`src/rtl/alu_bist_ctrl.sv`:
```
// Self-test initiator for the 4-bit ALU: sweeps all 1024 {s,a,b} vectors and checks every output against golden arithmetic.
// Define ALU_BIST_FIRST_FAIL_EN to capture the index and field mask of the first failing vector.
module alu_bist_ctrl #(
  parameter int SETTLE_CYCLES = 2,
  parameter int ERR_W         = 8
) (
  input  logic             clk,
  input  logic             rst,
  input  logic             start,
  output logic [1:0]       s_o,
  output logic [3:0]       a_o,
  output logic [3:0]       b_o,
  input  logic [4:0]       adder_i,
  input  logic [4:0]       subs_i,
  input  logic [2:0]       comp_i,
  input  logic [3:0]       and_i,
  input  logic [3:0]       d_i,
  output logic             busy,
  output logic             done,
  output logic             pass,
  output logic [ERR_W-1:0] err_count,
  output logic [9:0]       first_fail,
  output logic [4:0]       fail_mask
);

  typedef enum logic [1:0] {IDLE, SETTLE, CHECK, DONE} state_t;

  localparam logic [ERR_W-1:0] ERR_MAX  = {ERR_W{1'b1}};
  localparam logic [3:0]       CNT_LAST = 4'(SETTLE_CYCLES - 1);

  state_t           state_q, state_d;
  logic [9:0]       idx_q, idx_d;
  logic [3:0]       cnt_q, cnt_d;
  logic             busy_q, busy_d;
  logic             done_q, done_d;
  logic             pass_q, pass_d;
  logic [ERR_W-1:0] err_q, err_d;

  logic [1:0] s_v;
  logic [3:0] a_v, b_v;
  logic [4:0] exp_adder, exp_subs;
  logic [2:0] exp_comp;
  logic [3:0] exp_and, exp_d;
  logic [4:0] mask;
  logic       mismatch;
  logic       launch;
  logic       first_hit;

  assign s_v = idx_q[9:8];
  assign a_v = idx_q[7:4];
  assign b_v = idx_q[3:0];

  always_comb begin
    exp_adder = {1'b0, a_v} + {1'b0, b_v};
    exp_subs  = {1'b0, a_v} - {1'b0, b_v};
    exp_comp  = {a_v > b_v, a_v == b_v, a_v < b_v};
    exp_and   = a_v & b_v;
    exp_d     = 4'b0001 << s_v;
    mask      = {d_i != exp_d, and_i != exp_and, comp_i != exp_comp,
                 subs_i != exp_subs, adder_i != exp_adder};
    mismatch  = |mask;
  end

  // In DONE, busy is still high for the single cycle before done rises; start is ignored there.
  assign launch    = start && ((state_q == IDLE) || (state_q == DONE && !busy_q));
  // err_q only leaves zero on the first mismatch of a sweep, so it doubles as the "no failure yet" flag.
  assign first_hit = (state_q == CHECK) && mismatch && (err_q == '0);

  always_comb begin
    state_d = state_q;
    idx_d   = idx_q;
    cnt_d   = cnt_q;
    busy_d  = busy_q;
    done_d  = done_q;
    pass_d  = pass_q;
    err_d   = err_q;
    if (launch) begin
      state_d = SETTLE;
      idx_d   = '0;
      cnt_d   = '0;
      busy_d  = 1'b1;
      done_d  = 1'b0;
      pass_d  = 1'b0;
      err_d   = '0;
    end else begin
      case (state_q)
        SETTLE: begin
          if (cnt_q == CNT_LAST) begin
            cnt_d   = '0;
            state_d = CHECK;
          end else begin
            cnt_d = cnt_q + 4'd1;
          end
        end
        CHECK: begin
          if (mismatch && err_q != ERR_MAX) err_d = err_q + 1'b1;
          if (idx_q == 10'h3FF) begin
            state_d = DONE;
          end else begin
            idx_d   = idx_q + 10'd1;
            state_d = SETTLE;
          end
        end
        DONE: begin
          busy_d = 1'b0;
          done_d = 1'b1;
          pass_d = (err_q == '0);
        end
        default: ;
      endcase
    end
  end

  always_ff @(posedge clk or posedge rst) begin
    if (rst) begin
      state_q <= IDLE;
      idx_q   <= '0;
      cnt_q   <= '0;
      busy_q  <= 1'b0;
      done_q  <= 1'b0;
      pass_q  <= 1'b0;
      err_q   <= '0;
    end else begin
      state_q <= state_d;
      idx_q   <= idx_d;
      cnt_q   <= cnt_d;
      busy_q  <= busy_d;
      done_q  <= done_d;
      pass_q  <= pass_d;
      err_q   <= err_d;
    end
  end

`ifdef ALU_BIST_FIRST_FAIL_EN
  logic [9:0] ff_q, ff_d;
  logic [4:0] fm_q, fm_d;

  always_comb begin
    ff_d = ff_q;
    fm_d = fm_q;
    if (launch) begin
      ff_d = '0;
      fm_d = '0;
    end else if (first_hit) begin
      ff_d = idx_q;
      fm_d = mask;
    end
  end

  always_ff @(posedge clk or posedge rst) begin
    if (rst) begin
      ff_q <= '0;
      fm_q <= '0;
    end else begin
      ff_q <= ff_d;
      fm_q <= fm_d;
    end
  end

  assign first_fail = ff_q;
  assign fail_mask  = fm_q;
`else
  logic unused_first_hit;
  assign unused_first_hit = first_hit;
  assign first_fail       = '0;
  assign fail_mask        = '0;
`endif

  assign s_o       = s_v;
  assign a_o       = a_v;
  assign b_o       = b_v;
  assign busy      = busy_q;
  assign done      = done_q;
  assign pass      = pass_q;
  assign err_count = err_q;

endmodule
```
`config.mk`:
```
export PLATFORM = sky130hd
export DESIGN_NAME = alu_bist_ctrl
export DESIGN_NICKNAME = d
export VERILOG_FILES = /design/src/rtl/alu_bist_ctrl.sv
export SDC_FILE = /design/constraint.sdc
export NUM_CORES = 1
export LEC_CHECK = 0
export ABC_AREA = 1
export ABC_CLOCK_PERIOD_IN_PS = 2250
export BUFFER_PORTS_ARGS = -buffer_cell sky130_fd_sc_hd__buf_2
export CAP_MARGIN = 20
export CORE_UTILIZATION = 49
export CTS_BUF_LIST = sky130_fd_sc_hd__clkbuf_16
export DETAILED_ROUTE_END_ITERATION = 8
export PLACE_DENSITY = 0.78
export SLEW_MARGIN = 10
export SYNTH_ARGS = -nofsm -noshare
export SYNTH_HDL_FRONTEND = slang
export SYNTH_SLANG_ARGS = --single-unit
```
`constraint.sdc`:
```
create_clock -name clk -period 2.25 [get_ports clk]
set_clock_uncertainty 0.1 [all_clocks]
set_input_delay 0.45 -clock clk [delete_from_list [all_inputs] [get_ports clk]]
set_output_delay 0.45 -clock clk [all_outputs]
set_load 0.02 [all_outputs]
```
==> results.py <==
metrics = {
    "status": {
        "outcome": "finished, violations left",
        "failed_checks": "design-rule violations, negative setup slack",
    },
    "synth": {
        "synthMuxAreaShare_pct": 0,
        "synth_compound_area_share_pct": 9.36,
        "syn_area_per_cell_um2": 6.74,
        "synth.top_cells.by_count": "nand2_1, inv_1, nor2_1",
        "synth_edf_count": 0,
        "yosys_warnings": 0,
        "synth_xor_area_share_pct": 3.19,
        "netlist_area_um2": 2350,
        "synthCells": 349,
        "synth.distinct_cells": 37,
        "yosys.area_share.simple_pct": 33.7,
        "synth.yosys.seq_area_share_pct": 28.7,
        "synth-seq-cells": 27,
        "synth_area_leaders": "dfrtp_1, nand2_1, inv_1",
        "ys.flop_type": "dfrtp_1",
        "async_flop_share_pct": 100,
        "synth-adder-area-share_pct": 7.55,
        "synth_most_common_cell": "nand2_1",
        "synth_top_area_share_pct": 28.7,
        "synth_top_family_by_area": "simple AND/OR/NAND/NOR gates",
        "synth_top_cell_by_area": "dfrtp_1",
    },
    "pwr": {
        "leakage_nw": 1.58,
        "irDropWorstVdd_v": 0.000565,
        "powerDensity_nw_per_um2": 819,
    },
    "timing": {
        "report.final.slew_viol_count": 0,
        "fin_crit_sh_pct": 107,
        "setup_ws_ns": -0.147,
        "hold_violations": 0,
        "tightest_slew_ns": 0.668,
        "post-route-min-period_ns": 2.40,
        "slew_headroom_pct": 55.3,
        "rsz0062_at_grt": "yes",
        "setup_viol": 8,
        "max_freq_mhz": 417,
        "tns_ns": -1.07,
    },
    "global_route": {
        "gr-total-overflow": 0,
        "grt_first_pass_wirelength_mm": 9.21,
        "first_global_vias": 2132,
        "groute.usage.overall_pct": 22.8,
        "antenna_found_initial": 0,
        "grt_max_degree": 28,
    },
    "final_layout": {
        "layout.cells.non_filler": 463,
        "n_antenna_cell": 0,
        "nets": 449,
        "fill_cells": 393,
        "syn_to_final_growth_pct": 19.6,
        "finalInstanceArea_um2": 2810,
        "fin_util_pct": 62.9,
        "drive_above_1_share_pct": 23.8,
    },
    "setup_path": {
        "reg2reg_from": "idx_q[4]",
        "end_kind": "flop",
        "cp_common_cell": "nand2_1",
        "critical_path.top_delay_family": "simple AND/OR/NAND/NOR gates",
        "crit_buf_inv": 2,
        "critPathKind": "flop to flop",
        "r2r_slack_ns": -0.15,
        "max_stage_delay_ns": 0.50,
        "reg2reg_to": "err_count[5]",
        "reg2regPathDepth": 15,
        "path_cells": "ha_2 -> fa_1 -> inv_1 -> nand2_1 -> nand2_1 -> nor2_1 -> nand2_1 -> nor2_1 -> nand3_1 -> nor2_4 -> nand3_4 -> nand3_1 -> nand2_1 -> inv_1 -> nor2_1",
        "crit_fanout": 7,
        "critPathSlowestCell": "fa_1",
        "start_kind": "flop",
        "arrival_ns": 2.46,
        "cp.required_ns": 2.31,
    },
    "route": {
        "route.met2.wl_mm": 2.35,
        "via_count": 2318,
        "wl_met1_mm": 2.35,
        "drcViolationCount": 6,
        "post_drt_via_cell_ratio": 5.01,
        "firstDrtPassIters": 7,
        "postRouteAntennaNets": 0,
        "route.met3.wl_um": 321,
        "wl_mm": 5.17,
        "wl_per_cell_um": 11.2,
        "highest_layer": "met4",
        "drt-initial-drc-count": 115,
    },
    "floorplanning": {
        "core.rowCount": 24,
        "ioPinCount": 60,
        "dieArea_um2": 5080,
        "core-area_um2": 4470,
        "initial_core_util_pct": 52.6,
        "die_x_um": 71.3,
        "die_h_um": 71.3,
    },
    "clocking": {
        "cts_tree": "built",
        "cts_buffer_depth": 2,
        "clock_latency_ns": 0.27,
        "cts_num_sinks": 27,
        "h-tree-depth": 1,
        "cts-buffers-inserted": 3,
        "root_buffer": "clkbuf_16",
        "clkTransAtPathRegs_ns": 0.07,
        "cts_setup_buffers": 0,
    },
    "placement": {
        "place_inst": 458,
        "dp_slack_ns": -0.252,
        "place_area_um2": 2680,
        "portBuffers": 44,
        "gp_congestion": 0.895,
        "detailed_place_hpwl_mm": 4.09,
    },
    "worst_hold_path": {
        "hold_class": "input pin to asynchronous set/reset pin",
    },
    "flow_run": {
        "maxCapViolCount": 0,
    },
}
==> stage by stage <==
stage	total power, mW	hold WS (ns)
global route	2.50	0.169
detailed placement	1.86	0.398
CTS	2.31	0.149
floorplan	1.55	0.403
finish	2.30	0.134
global placement	1.83	0.393
==> worst min-delay path, stage by stage <==
cell and delay, ns:
buf_2 0.09, inv_1 0.04, buf_4 0.32
==> where the power goes <==
part / internal (mW) / switching [mW]
clock: 0.238 / 0.169
sequential: 0.584 / 0.0926
combinational: 0.452 / 0.768
total: 1.27 / 1.03
==> layout make-up <==
class	count	area (um2)	share of cell area, %
Inverter	64	240	8.54
Timing Repair Buffer	64	370	13.2
Multi-Input combinational cell	252	1380	49.0
Tap cell	52	65.1	2.31
Clock buffer	3	75.1	2.67
Clock inverter	1	3.75	0.133
Sequential cell	27	681	24.2
==> metal layers <==
metal  global-route usage [%]  up-vias
met2                     36.9       75
met3                     2.81       12
met1                     30.5     1041
met5                        0        -
met4                     10.7        0
li1                         -     1190
==> cells by family after synthesis <==
family                   Yosys count
AO/OA/AOI/OAI                     36
flip-flops                        27
buffers and inverters             85
other                              1
XOR/XNOR                           7
AND/OR/NAND/NOR                  180
adder cells (fa/ha/maj)           13
==> how the worst max path moves through the flow <==
stage                     startpoint      endpoint  slack, ns  depth (start not counted)
after floorplan             idx_q[4]  err_count[4]      -0.07                         17
after global placement      idx_q[4]  err_count[0]      -0.18                         16
after detailed placement    idx_q[4]  err_count[0]      -0.25                         16
after CTS                   idx_q[4]  err_count[1]      -0.15                         14
after global routing        idx_q[0]  err_count[5]      -0.34                         15
final                       idx_q[4]  err_count[5]      -0.15                         15
==> sequential cells by signal (all words and copies together) (netlist names) <==
signal	cells
busy	1
err_count	8
done	1
state_q	2
pass	1
idx_q	10
cnt_q	4
==> timing repair <==
action | CTS | global route
cloned | 1 | 0
setup endpoints to repair | 8 | 13
resized for setup | 7 | 2
pin swaps | 2 | 0
hold buffers | 0 | 0
==> cells in the final DEF (no fill, tap or decap), types with 2 or more instances in the layout <==
cell        n
nor3_1      6
o21ai_0    14
nand3_1    20
fa_1        2
buf_2      44
buf_4      20
a21oi_2     2
ha_1        9
nand2_1    99
nor2_2      7
nand3b_1    3
clkbuf_16   3
a21oi_1    12
nor2_1     28
inv_2       5
xor2_1      4
clkinv_1    3
dfrtp_2     4
dfrtp_1    23
inv_1      57
nand3_4     2
nand4_1     9
xnor2_1     2
conb_1     15
Power figures use the tool's default switching activity.
